==> src/rtl/mips_pkg.sv <==
// Shared definitions for the MIPS pipeline: widths, NOP encoding, reset PC
// and the J-type target formation used by the fetch stage.
package mips_pkg;

    localparam int          INSTR_W      = 32;
    localparam int          JIDX_W       = 26;
    localparam logic [31:0] NOP_INSTR    = 32'h0000_0000;
    localparam logic [31:0] RESET_PC_DEF = 32'h0000_0000;

    // J/JAL keep the region bits of the jump's own PC+4 and word-align the index.
    function automatic logic [INSTR_W-1:0] jump_target(
        input logic [INSTR_W-1:0] pc4,
        input logic [JIDX_W-1:0]  idx
    );
        jump_target = {pc4[31:28], idx, 2'b00};
    endfunction

endpackage

==> src/rtl/fetch_unit_if_id_reg.sv <==
// IF/ID pipeline register: squash clears to a NOP bubble, load captures the
// fetched word, otherwise the contents hold.
module if_id_reg
    import mips_pkg::*;
(
    input  logic               clk,
    input  logic               rst_n,
    input  logic               load_i,
    input  logic               squash_i,
    input  logic [INSTR_W-1:0] instr_i,
    input  logic [INSTR_W-1:0] pc4_i,
    output logic               valid_o,
    output logic [INSTR_W-1:0] instr_o,
    output logic [INSTR_W-1:0] pc4_o
);

    logic               valid_q, valid_d;
    logic [INSTR_W-1:0] instr_q, instr_d;
    logic [INSTR_W-1:0] pc4_q,   pc4_d;

    // Next-state selection; squash outranks load.
    always_comb begin
        valid_d = valid_q;
        instr_d = instr_q;
        pc4_d   = pc4_q;
        if (squash_i) begin
            valid_d = 1'b0;
            instr_d = NOP_INSTR;
            pc4_d   = 32'h0000_0000;
        end else if (load_i) begin
            valid_d = 1'b1;
            instr_d = instr_i;
            pc4_d   = pc4_i;
        end else begin
            valid_d = valid_q;
            instr_d = instr_q;
            pc4_d   = pc4_q;
        end
    end

    // State registers.
    always_ff @(posedge clk or negedge rst_n) begin
        if (!rst_n) begin
            valid_q <= 1'b0;
            instr_q <= NOP_INSTR;
            pc4_q   <= 32'h0000_0000;
        end else begin
            valid_q <= valid_d;
            instr_q <= instr_d;
            pc4_q   <= pc4_d;
        end
    end

    assign valid_o = valid_q;
    assign instr_o = instr_q;
    assign pc4_o   = pc4_q;

endmodule

==> src/rtl/fetch_unit.sv <==
// Instruction-fetch stage: program counter, next-PC selection (jump > branch >
// stall > PC+4), redirect squash of IF/ID and the sticky misaligned-target flag.
module fetch_unit
    import mips_pkg::*;
#(
    parameter logic [31:0] RESET_PC = RESET_PC_DEF
) (
    input  logic               clk,
    input  logic               rst_n,
    input  logic               stall,
    input  logic               branch_taken,
    input  logic [INSTR_W-1:0] branch_target,
    input  logic               jump,
    input  logic [JIDX_W-1:0]  jump_index,
    output logic [INSTR_W-1:0] pc_out,
    input  logic [INSTR_W-1:0] instr_in,
    output logic               if_id_valid,
    output logic [INSTR_W-1:0] if_id_instr,
    output logic [INSTR_W-1:0] if_id_pc4,
    output logic               misalign_err
);

    logic [INSTR_W-1:0] pc_q, pc_d;
    logic               err_q, err_d;
    logic [INSTR_W-1:0] pc_plus4_s;
    logic               redirect_s;
    logic               load_s;

    assign pc_plus4_s = pc_q + 32'd4;
    assign redirect_s = jump | branch_taken;
    assign load_s     = ~stall & ~redirect_s;

    // Next-PC mux; a jump shadows a simultaneous branch entirely, including its alignment check.
    always_comb begin
        pc_d  = pc_plus4_s;
        err_d = err_q;
        if (jump) begin
            pc_d = jump_target(if_id_pc4, jump_index);
        end else if (branch_taken) begin
            pc_d  = {branch_target[31:2], 2'b00};
            err_d = err_q | (branch_target[1:0] != 2'b00);
        end else if (stall) begin
            pc_d = pc_q;
        end else begin
            pc_d = pc_plus4_s;
        end
    end

    // PC and sticky error registers.
    always_ff @(posedge clk or negedge rst_n) begin
        if (!rst_n) begin
            pc_q  <= RESET_PC;
            err_q <= 1'b0;
        end else begin
            pc_q  <= pc_d;
            err_q <= err_d;
        end
    end

    if_id_reg u_if_id (
        .clk      (clk),
        .rst_n    (rst_n),
        .load_i   (load_s),
        .squash_i (redirect_s),
        .instr_i  (instr_in),
        .pc4_i    (pc_plus4_s),
        .valid_o  (if_id_valid),
        .instr_o  (if_id_instr),
        .pc4_o    (if_id_pc4)
    );

    assign pc_out       = pc_q;
    assign misalign_err = err_q;

endmodule

==> config.mk <==
export PLATFORM = sky130hd
export DESIGN_NAME = fetch_unit
export DESIGN_NICKNAME = d
export VERILOG_FILES = /design/src/rtl/mips_pkg.sv /design/src/rtl/fetch_unit_if_id_reg.sv /design/src/rtl/fetch_unit.sv
export SDC_FILE = /design/constraint.sdc
export NUM_CORES = 1
export LEC_CHECK = 0
export BUFFER_PORTS_ARGS = -buffer_cell sky130_fd_sc_hd__buf_2
export CELL_PAD_IN_SITES_DETAIL_PLACEMENT = 1
export CELL_PAD_IN_SITES_GLOBAL_PLACEMENT = 1
export CORE_AREA = 8 8 129 119
export CTS_CLUSTER_DIAMETER = 100
export DETAILED_ROUTE_END_ITERATION = 8
export DIE_AREA = 0 0 137 127
export GPL_ROUTABILITY_DRIVEN = 1
export PLACE_DENSITY = 0.95
export REMOVE_ABC_BUFFERS = 1
export SLEW_MARGIN = 10
export SYNTH_ARGS = -nofsm -noshare
export SYNTH_HDL_FRONTEND = slang
export SYNTH_SLANG_ARGS = --single-unit
export TNS_END_PERCENT = 20
==> constraint.sdc <==
create_clock -name clk -period 4.65 [get_ports clk]
set_input_delay 1.395 -clock clk [delete_from_list [all_inputs] [get_ports clk]]
set_output_delay 1.395 -clock clk [all_outputs]
set_load 0.05 [all_outputs]
Word level (Yosys, flattened, before mapping) --
Index checks and enable logic that the tools add are counted.
Cells by class: reductions and logical operators 3, mux-type cells 9, equality and inequality tests 1, $add $sub $neg 1, bitwise operators 6
Operator list (count):
- 2-to-1 mux 32 bit | 7
- adder 32 x 3 -> 32 bit (second input constant) | 1
- nonzero test 2 bit | 2
- inequality test 3 x 1 -> 1 bit (second input constant) | 1
- NOT 1 bit | 3
- 2-to-1 mux 1 bit | 2
- bitwise OR 1 bit | 2
- AND reduction 2 bit | 1
- AND 1 bit | 1
Word-level totals: logic and storage cells 25, output and inout port bits 98, flip-flop bits (word level) 98

Longest topological paths before layout --
Gate-level depths: netlist of run 1.
depth after elaboration 5, mapped depth 8, gate-level depth less buffers 6

Modules after synthesis --
From an unflattened synthesis of run 1, not the netlist that was laid out.
Second synthesis, totals: cell total of the unflattened synthesis 538, area total of the unflattened synthesis 5221.3 um^2
By module, submodules not included:
- if_id_reg | area each 2636.3 um^2, sequential area each 1626.6 um^2, times used 1, cells each 209
- fetch_unit | area each 2585.0 um^2, sequential area each 775.7 um^2, times used 1, cells each 329

Worst setup path before layout of run 1 --
No wires, ideal clock.
kind input-to-reg, from in jump, to reg pc_q[5], in the netlist pc_out[5], arrival time 2.736 ns, library setup time 0.130 ns, stages on the path 8, setup slack 1.784 ns, path through clkbuf_1 -> or2_2 -> clkbuf_1 -> nor2_1 -> buf_2 -> a21oi_1 -> nor2_1 -> a21oi_1
On the way: cells in the longest elaborated chain, start to end 1, elaborated cells on any way between the ends 2, classes of those cells eq/ne (1); mux (1)
Ends and longest elaborated chain:
- start: declaration | RTL line fetch_unit.sv:13 | input logic jump,
- inequality test 3 x 1 -> 1 bit (no source line) or 2-to-1 mux 32 bit (tied branches)
- end signal: assignment | RTL line fetch_unit.sv:55 | pc_q <= pc_d;
- end: declaration | RTL line fetch_unit.sv:23 | logic [INSTR_W-1:0] pc_q, pc_d;
Several ways; a longest one is shown, not always the timed one. A chain may end at the register's enable or synchronous reset.

Final worst setup path of run 1 --
from in branch_taken, to reg pc_q[20], in the netlist pc_out[20]
On the way: cells in the longest elaborated chain, start to end 2, elaborated cells on any way between the ends 3, classes of those cells eq/ne (1); mux (2)
Ends and longest elaborated chain:
- start: declaration | RTL line fetch_unit.sv:11 | input logic branch_taken,
- 2-to-1 mux 32 bit | RTL line fetch_unit.sv:39 | end else if (branch_taken) begin
- 2-to-1 mux 32 bit | RTL line fetch_unit.sv:37 | if (jump) begin
Several ways; a longest one is shown, not always the timed one.

==> results.json, run 1 <==
{
  "post_dp_cell_area_sq_um": 6080,
  "grt_first_pass_wirelength_mm": 29.0,
  "grt_pass1_vias": 5492,
  "synth.area.mux_share": 0.0739,
  "finalClockSkew_ns": 0.00596,
  "hold_viol": 0,
  "placed_instances": 874,
  "synth-warning-count": 0,
  "timing.slew.headroom": 0.307,
  "cell_row_count": 40,
  "drc_violations_left": 0,
  "startpoint_type": "primary input",
  "die_outline_width_microns": 137,
  "setup_total_negative_slack_ns": 0,
  "synth-compound-area-share": 0.202,
  "routed_wire_length_per_instance_microns": 20.5,
  "cts_resized": 0,
  "grt_start_max_net_pins": 80,
  "cap_viol_max_count": 0,
  "fmaxAchievable_mhz": 315,
  "run_status": "complete, no violations",
  "fill_cells": 1612,
  "area_of_the_die_sq_um": 17400,
  "worstPathArrival_ns": 3.46,
  "clockBufferDepth": 2,
  "synth_seq_cells": 94,
  "place_hpwl_mm": 13.2,
  "cts_tree": "done",
  "power_per_cell_area_nw_per_um2": 360,
  "layout_commonest_cell": "sky130_fd_sc_hd__buf_2",
  "tritoncts_num_sinks": 94,
  "synth_area_leaders": "sky130_fd_sc_hd__dfrtp_1 (47%), sky130_fd_sc_hd__a21oi_1 (7.6%), sky130_fd_sc_hd__mux2i_1 (7.2%), sky130_fd_sc_hd__o21ai_0 (4.6%), sky130_fd_sc_hd__nor2_1 (4.0%)",
  "layout-area-overhead-vs-synth_pct": 27.2,
  "critical_path_required_ns": 4.94,
  "synth.largest_area_cell": "sky130_fd_sc_hd__dfrtp_1",
  "syn-instance-count": 549,
  "synth_top_family_by_area": "compound AO/OA/AOI/OAI gates",
  "hp-class": "reg2reg",
  "place.gp.congestion": 0.794,
  "holdBufCountCts": 0,
  "post-cts-setup-buffer-count": 0,
  "vdd_ir_drop_max_mv": 0.216,
  "synth_xor_area_frac": 0.0505,
  "rsz0062_at_grt": "no",
  "global_route_usage_over_all_layers": 0.212,
  "ys_types": 54,
  "layout.cells.most_common_list": "sky130_fd_sc_hd__buf_2 (187), sky130_fd_sc_hd__dfrtp_1 (94), sky130_fd_sc_hd__a21oi_1 (76), sky130_fd_sc_hd__nor2_1 (53), sky130_fd_sc_hd__nand2_1 (47)",
  "synth.yosys.seq_area_share": 0.468,
  "fin_crit_sh": 0.683,
  "number_of_max_slew_violations_in_the_final_report": 0,
  "finalNetCount": 813,
  "die_h_microns": 127,
  "h-tree-depth": 3,
  "final_design_area_no_fill_sq_um": 6400,
  "syn_area_sq_um": 5030,
  "worst-slew-pin-transition_ns": 1.04,
  "clock_latency_ns": 0.36,
  "numPortBuffers": 188,
  "ios": 193,
  "num_vias": 4868,
  "start_util": 0.384,
  "synth_adder_area_share": 0.00249,
  "drt_iter0_markers": 327,
  "vias_per_cell": 5.45,
  "drt-pass1-iter-count": 4,
  "wirelength_mm": 18.3,
  "route.antenna.remaining_nets": 0,
  "p_leak_nw": 3.19,
  "final_layout_size_suffix_gt1_frac": 0.316,
  "core_region_area_sq_um": 13100,
  "synthesis.area_per_instance_sq_um": 9.16,
  "antenna_violations_before_repair": 2,
  "setup.worst_path.class": "in2reg",
  "cts_inserted_buffers": 9,
  "final_cell_count_no_fill": 893,
  "yosys.area.top_type_share": 0.468,
  "clockRootBuffer": "sky130_fd_sc_hd__clkbuf_16",
  "grt-ovfl-total": 0,
  "crit_path_end_kind": "flip-flop",
  "finalWorstPathRequiredPeriod_ns": 3.17,
  "path_clk_slew_ns": 0.07,
  "synth-simple-area-share": 0.155,
  "cp_max_fo": 31,
  "timing.final.setup_violations": 0
}
[worst max-delay path: stages]
cell and delay [ns]:
sky130_fd_sc_hd__buf_2 0.49, sky130_fd_sc_hd__nor2b_1 0.87, sky130_fd_sc_hd__a22oi_1 0.30, sky130_fd_sc_hd__a21oi_2 0.26, sky130_fd_sc_hd__a2bb2oi_2 0.14
[metrics by stage]
step | utilization | setup slack [ns] | total power, mW | hold WS [ns]
after floorplan | - | 1.48 | 1.30 | 0.764
after global placement | 0.463 | 1.38 | 1.49 | 0.464
after detailed placement | 0.463 | 1.26 | 1.51 | 0.471
after CTS | 0.488 | 1.55 | 2.32 | 0.487
after global routing | 0.488 | 1.42 | 2.40 | 0.516
final | 0.488 | 1.48 | 2.31 | 0.484
[flip-flops by register name, indices dropped and copies added, names as in the netlist]
signal	cells
misalign_err	1
u_if_id.pc4_o	30
u_if_id.valid_o	1
u_if_id.instr_o	32
pc_out	30
[cells in the mapped netlist (all sizes together)]
cell and instances:
dfrtp 94, a21oi 77, nor2 54, nand2 47, o21ai 46, mux2i 36, clkbuf 28, a2bb2oi 15
buf 15, xnor2 15, inv 14, xor2 14, nand3 12, nand4 8, a22oi 7, and2 7
nand2b 7, and3 6, nor3 5, o21a 5, a31oi 4, o22a 4, o31ai 4, a211oi 3
nor4 3, and4 2, nor2b 2, or3 2, a22o 1, a31o 1, a41oi 1, conb 1
ha 1, mux2 1, nand3b 1, nor3b 1, o221ai 1, o22ai 1, o32a 1, or2 1
or4 1
[layer usage]
layer  part of all wire  GRT usage
met1               0.41      0.248
met2               0.50      0.355
met3              0.068     0.0627
met4              0.026     0.0830
met5                  0          0
[kinds of logic after synthesis]
logic type,after synthesis
adders and majority gates,1
buffers and inverters,57
DFF,94
xor gates and xnor gates,29
other,1
muxes,37
AOI/OAI and AO/OA,171
and+or+nand+nor,159
[cell type report]
| class | instances | area [sq um] | area share |
|---|---|---|---|
| clock inverters | 6 | 86.3 | 0.0135 |
| clock buffers | 10 | 229 | 0.0358 |
| repair buffers | 197 | 1010 | 0.158 |
| inverters | 14 | 52.6 | 0.00821 |
| flip-flops and latches | 94 | 2350 | 0.368 |
| well taps | 168 | 210 | 0.0328 |
| multi-input cells | 401 | 2450 | 0.383 |
| diodes | 3 | 7.51 | 0.00117 |
[report_power, final]
| part | switching, mW | internal, mW |
|---|---|---|
| clock | 0.335 | 0.471 |
| combinational | 0.393 | 0.166 |
| sequential | 0.0731 | 0.869 |
| total | 0.802 | 1.51 |
[path summary, 6_finish.rpt]
check                                            start                             end  slack [ns]  cells past startpoint
min in group asynchronous                        rst_n  u_if_id.instr_o[5]$_DFFE_PN0P_        1.23                      1
max in group asynchronous                        rst_n   u_if_id.pc4_o[14]$_DFFE_PN0P_        2.69                      2
max                                       branch_taken          pc_out[20]$_DFFE_PN0P_        1.48                      5
max reg2reg                      pc_out[2]$_DFFE_PN0P_   u_if_id.pc4_o[20]$_DFFE_PN0P_        2.06                      6
min reg2reg                u_if_id.valid_o$_DFFE_PN0P_     u_if_id.valid_o$_DFFE_PN0P_        0.48                      1
min                        u_if_id.valid_o$_DFFE_PN0P_     u_if_id.valid_o$_DFFE_PN0P_        0.48                      1
Note: power is estimated with default switching activity, not from simulation.
==> run 2: changes to the inputs <==
ABC_AREA = 1   (was not set)
CORE_AREA = 8 8 139 128   (was 8 8 129 119)
DIE_AREA = 0 0 147 136   (was 0 0 137 127)
PLACE_DENSITY = 0.87   (was 0.95)
clock period = 2.7 ns   (was 4.65 ns; I/O delays follow)
==> results.json, run 2 <==
{
  "run_status": "complete, no violations",
  "setup_ws_ns": 0.713,
  "synth_seq_cells": 94,
  "worstPathArrival_ns": 1.18,
  "drt_iter0_markers": 178,
  "layout.cells.most_common_list": "sky130_fd_sc_hd__buf_2 (187), sky130_fd_sc_hd__nand2_1 (148), sky130_fd_sc_hd__dfrtp_1 (94), sky130_fd_sc_hd__nor2_1 (73), sky130_fd_sc_hd__a22o_1 (32)",
  "place_hpwl_mm": 13.6,
  "power.sequential.fraction": 0.439,
  "cap_viol_max_count": 0,
  "yosys.cell_count.top_type": "sky130_fd_sc_hd__nand2_1",
  "die_h_microns": 136,
  "rsz0062_at_grt": "no",
  "setup.worst_path.class": "reg2out",
  "grt_first_pass_wirelength_mm": 28.2,
  "number_of_max_slew_violations_in_the_final_report": 0,
  "switching_portion_of_total_power": 0.362,
  "route.antenna.remaining_nets": 0,
  "holdBufCountCts": 0,
  "area_of_the_die_sq_um": 20000,
  "startpoint_type": "flip-flop",
  "numPortBuffers": 188,
  "cts_resized": 0,
  "ys_types": 29,
  "fin_util": 0.388,
  "worst-slew-pin-transition_ns": 0.626,
  "timing.slew.headroom": 0.583,
  "largest_register_ffs": 32,
  "ios": 193,
  "cp_max_fo": 8,
  "critical_path.slowest_cell": "sky130_fd_sc_hd__dfrtp_1",
  "hp-class": "in2async",
  "family_with_the_most_delay_on_the_worst_path": "flip-flops",
  "finalNetCount": 826,
  "synth.yosys.seq_area_share": 0.505,
  "pwr-share-comb": 0.241,
  "grt_start_max_net_pins": 55,
  "syn_area_sq_um": 4650,
  "num_vias": 4608,
  "fin_crit_sh": 0.736,
  "vias_per_cell": 4.89,
  "post-cts-setup-buffer-count": 0,
  "h-tree-depth": 3,
  "tritoncts_num_sinks": 94,
  "path_clk_slew_ns": 0.07,
  "yosys-top-cells-count": "sky130_fd_sc_hd__nand2_1 (148), sky130_fd_sc_hd__dfrtp_1 (94), sky130_fd_sc_hd__nor2_1 (74)",
  "vdd_ir_drop_max_mv": 0.312,
  "synth-edff-count": 0,
  "timing.final.setup_violations": 0,
  "crit_path_max_incr_delay_ns": 0.50,
  "routed_wire_length_per_instance_microns": 18.7,
  "clockBufferDepth": 2,
  "core_region_area_sq_um": 15600,
  "finalClockSkew_ns": 0.0106,
  "wirelength_mm": 17.6,
  "synthFlopType": "sky130_fd_sc_hd__dfrtp_1",
  "finalWorstPathRequiredPeriod_ns": 1.99,
  "netSwitchingPower_mw": 1.34,
  "p_leak_nw": 3.09,
  "cp_cell_sequence": "buf_2",
  "clockRootBuffer": "sky130_fd_sc_hd__clkbuf_16",
  "clock_latency_ns": 0.35,
  "critical_path_required_ns": 1.89,
  "drc_violations_left": 0,
  "die_outline_width_microns": 147,
  "grt_pass1_vias": 5137,
  "place.gp.congestion": 0.822,
  "hold_viol": 0,
  "antenna_violations_before_repair": 8,
  "power_per_cell_area_nw_per_um2": 609,
  "report.power.total_mw": 3.69,
  "fmaxAchievable_mhz": 503,
  "final_layout_size_suffix_gt1_frac": 0.309,
  "synth_area_leaders": "sky130_fd_sc_hd__dfrtp_1 (51%), sky130_fd_sc_hd__nand2_1 (12%), sky130_fd_sc_hd__a22o_1 (6.0%), sky130_fd_sc_hd__nor2_1 (6.0%), sky130_fd_sc_hd__a221oi_1 (4.1%)",
  "cell_internal_pwr_mw": 2.35,
  "power.share.clock": 0.320,
  "yosys.area.top_type_share": 0.505,
  "path_buf_inv": 1,
  "global_route_usage_over_all_layers": 0.178,
  "drt-pass1-iter-count": 4,
  "grt-ovfl-total": 0,
  "synth.largest_area_cell": "sky130_fd_sc_hd__dfrtp_1",
  "crit_path_end_kind": "output port",
  "pre_cts_slack_ns": 0.450,
  "layout_commonest_cell": "sky130_fd_sc_hd__buf_2",
  "layout-area-overhead-vs-synth_pct": 30.2,
  "syn-instance-count": 549,
  "cell_row_count": 44,
  "ys_async_sr_fraction": 1.00,
  "start_util": 0.298,
  "synth-warning-count": 0,
  "cts_inserted_buffers": 9,
  "cts_tree": "done",
  "synthesis.area_per_instance_sq_um": 8.48
}
-- run 2: cell types whose count changed after synthesis, moves of 13 or more --
cell,delta
sky130_fd_sc_hd__o21ai_0,-25
sky130_fd_sc_hd__nand2_1,+101
sky130_fd_sc_hd__nor2_1,+20
sky130_fd_sc_hd__inv_1,+13
sky130_fd_sc_hd__a22o_1,+31
sky130_fd_sc_hd__mux2i_1,-36
sky130_fd_sc_hd__a21oi_1,-49
sky130_fd_sc_hd__clkbuf_1,-20
sky130_fd_sc_hd__a221oi_1,+22
sky130_fd_sc_hd__a2bb2oi_1,-14
-- run 2: area by class of cell --
cell class | count | area, sq um
antenna | 2 | 5.00
clock buffer | 10 | 229
clock inverter | 5 | 35.0
fill | 1966 | 9570
inverter | 30 | 113
multi-input combinational | 398 | 2030
sequential | 94 | 2350
tap | 207 | 259
timing repair buffer | 197 | 1040
-- run 2: power by group through the flow --
stage	Combinational [mW]	Clock [mW]	Sequential, mW
5_1_grt	0.959	1.26	1.64
6_report	0.890	1.18	1.62
3_3_place_gp	0.881	0	1.64
2_1_floorplan	0.243	0	1.95
4_1_cts	0.900	1.22	1.62
3_5_place_dp	0.898	0	1.65
-- run 2: through the flow --
| step | hold WS [ns] | TNS [ns] | cell area [sq um] | instances |
|---|---|---|---|---|
| 2_1_floorplan | 0.514 | -1.20 | 4500 | 522 |
| 3_3_place_gp | 0.456 | 0 | 5790 | 926 |
| 3_5_place_dp | 0.452 | 0 | 5790 | 926 |
| 4_1_cts | 0.476 | 0 | 6060 | 941 |
| 5_1_grt | 0.498 | 0 | 6060 | 943 |
| 6_report | 0.474 | 0 | 6060 | 943 |
-- run 2: path summary, 6_finish.rpt --
check | end | slack (ns) | from | cells past startpoint
hold reg to reg | misalign_err$_DFFE_PN0P_ | 0.48 | misalign_err$_DFFE_PN0P_ | 2
setup / recovery | pc_out[4] | 0.71 | pc_out[4]$_DFFE_PN0P_ | 1
hold / removal | u_if_id.pc4_o[10]$_DFFE_PN0P_ | 0.47 | rst_n | 1
max in group asynchronous | u_if_id.instr_o[17]$_DFFE_PN0P_ | 1.53 | rst_n | 2
setup reg to reg | u_if_id.pc4_o[22]$_DFFE_PN0P_ | 0.91 | pc_out[2]$_DFFE_PN0P_ | 9
min in group clk | misalign_err$_DFFE_PN0P_ | 0.48 | misalign_err$_DFFE_PN0P_ | 2
-- run 2: cells by family after synthesis --
logic type / Yosys count / synth area share
other: 1 / 0.000806
XOR/XNOR: 10 / 0.0188
adder cells (fa/ha/maj): 1 / 0.00269
flip-flops: 94 / 0.505
buffers and inverters: 60 / 0.0608
AND/OR/NAND/NOR: 259 / 0.230
AO/OA/AOI/OAI: 124 / 0.182
-- run 2: per-layer routing --
metal | vias to the layer above | GRT usage | part of all wire
met5 | - | 0 | 0.0033
met2 | 150 | 0.286 | 0.45
met3 | 31 | 0.0902 | 0.095
met1 | 2212 | 0.207 | 0.43
met4 | 10 | 0.0487 | 0.018
li1 | 2205 | - | -
==> run 3: changes to the inputs <==
clock period = 1.75 ns   (was 2.7 ns; I/O delays follow)
==> results.json, run 3 (synthesis results as in run 2) <==
{
  "cts_resized": 0,
  "post_dp_cell_area_sq_um": 5950,
  "area_of_the_die_sq_um": 20000,
  "grt-ovfl-total": 0,
  "run_status": "complete, no violations",
  "critical_path.slowest_cell": "sky130_fd_sc_hd__dfrtp_1",
  "family_with_the_most_delay_on_the_worst_path": "flip-flops",
  "timing.final.setup_violations": 0,
  "crit_path_end_kind": "output port",
  "vias_per_cell": 4.91,
  "path_clk_slew_ns": 0.07,
  "global_route_usage_over_all_layers": 0.180,
  "numPortBuffers": 188,
  "met1_usage": 0.207,
  "drt_iter0_markers": 146,
  "number_of_max_slew_violations_in_the_final_report": 0,
  "wirelength_mm": 18.0,
  "finalNetCount": 842,
  "fin_crit_sh": 0.972,
  "worstPathArrival_ns": 1.18,
  "antenna_violations_before_repair": 4,
  "power_per_cell_area_nw_per_um2": 944,
  "place.gp.congestion": 0.866,
  "final_layout_size_suffix_gt1_frac": 0.336,
  "finalClockSkew_ns": 0.0106,
  "grt_first_pass_wirelength_mm": 28.3,
  "layout-area-overhead-vs-synth_pct": 34.7,
  "cts_tree": "done",
  "path_buf_inv": 2,
  "fin_worst_hold_slack_ns": 0.108,
  "core_region_area_sq_um": 15600,
  "grt_start_max_net_pins": 52,
  "final_design_area_no_fill_sq_um": 6270,
  "routed_wire_length_per_instance_microns": 18.8,
  "p_leak_nw": 3.19,
  "layout_commonest_cell": "sky130_fd_sc_hd__buf_2",
  "cap_viol_max_count": 0,
  "cp_cell_sequence": "buf_4 > clkbuf_4",
  "setup_total_negative_slack_ns": 0,
  "route.antenna.remaining_nets": 0,
  "h-tree-depth": 3,
  "vdd_ir_drop_max_mv": 0.487,
  "finalWorstPathRequiredPeriod_ns": 1.70,
  "clockRootBuffer": "sky130_fd_sc_hd__clkbuf_16",
  "critical_path_required_ns": 1.22,
  "layout.cells.most_common_list": "sky130_fd_sc_hd__buf_2 (185), sky130_fd_sc_hd__nand2_1 (148), sky130_fd_sc_hd__dfrtp_1 (90), sky130_fd_sc_hd__nor2_1 (68), sky130_fd_sc_hd__a22o_1 (32)",
  "clock_latency_ns": 0.35,
  "cell_row_count": 44,
  "met2_usage": 0.301,
  "fill_cells": 1942,
  "largest_register_ffs": 32,
  "start_util": 0.298,
  "hold_viol": 0,
  "report.power.total_mw": 5.92,
  "startpoint_type": "flip-flop",
  "busiest_layer": "met2",
  "post-cts-setup-buffer-count": 0,
  "tritoncts_num_sinks": 94,
  "ios": 193,
  "clockBufferDepth": 2,
  "fmaxAchievable_mhz": 588,
  "die_outline_width_microns": 147,
  "rsz0062_at_grt": "no",
  "cts_inserted_buffers": 9,
  "grt_pass1_vias": 5178,
  "grt_util_met3": 0.0875,
  "cp_max_fo": 4,
  "drt-pass1-iter-count": 4,
  "drc_violations_left": 0,
  "holdBufCountCts": 0,
  "crit_path_max_incr_delay_ns": 0.43,
  "place_hpwl_mm": 14.1,
  "num_vias": 4699,
  "hp-class": "in2async",
  "setup.worst_path.class": "reg2out",
  "die_h_microns": 136
}
[run 3: cell count changes in the layout (fill, tap and decap cells not counted), sizes merged]
cell      before  now
clkbuf        10   12
diode          2    1
buf          197  211
clkinv         3    4
bufinv         0    1
inv           31   30
clkinvlp       1    0
[run 3: cell type report]
type,instances,area [sq um],area share
repair buffers,213,1200,0.191
well taps,207,259,0.0413
inverters,30,113,0.0180
multi-input cells,398,2050,0.327
diodes,1,2.50,0.000399
flip-flops and latches,94,2360,0.376
clock inverters,5,61.3,0.00978
clock buffers,10,229,0.0365
[run 3: routing by layer]
metal  part of all wire  up-vias
li1                   -     2237
met1               0.41     2285
met2               0.47      158
met3               0.10       15
met4              0.012        4
met5             0.0014        -
[run 3: worst paths after layout]
path / cells after the start / slack, ns / startpoint / to
worst min register to register: 2 / 0.48 / u_if_id.pc4_o[23]$_DFFE_PN0P_ / u_if_id.pc4_o[23]$_DFFE_PN0P_
worst max register to register: 8 / 0.17 / pc_out[15]$_DFFE_PN0P_ / u_if_id.pc4_o[28]$_DFFE_PN0P_
worst min-delay path: 1 / 0.11 / rst_n / u_if_id.pc4_o[11]$_DFFE_PN0P_
max in group asynchronous: 2 / 1.09 / rst_n / pc_out[4]$_DFFE_PN0P_
min in group clk: 2 / 0.38 / instr_in[29] / u_if_id.instr_o[29]$_DFFE_PN0P_
worst max-delay path: 2 / 0.05 / pc_out[20]$_DFFE_PN0P_ / pc_out[20]
[run 3: where the power goes]
part	leakage [nW]	internal (mW)	switching, mW
logic	1.82	0.406	1.05
clock network	0.142	1.11	0.871
registers	1.22	2.32	0.165
[run 3: stage by stage]
stage               setup WS (ns)  utilization  std cells
floorplan                  -0.755            -        522
global placement            0.115        0.381        942
detailed placement         0.0499        0.381        942
CTS                        0.0188        0.399        957
global route              0.00367        0.401        958
finish                     0.0486        0.401        958
[run 3: worst reg2reg max path, delay by kind of cell (launching register included)]
kind	cells	cell delay (ns)
flip-flops	1	0.46
AO/OA/AOI/OAI	1	0.15
AND/OR/NAND/NOR	7	0.90
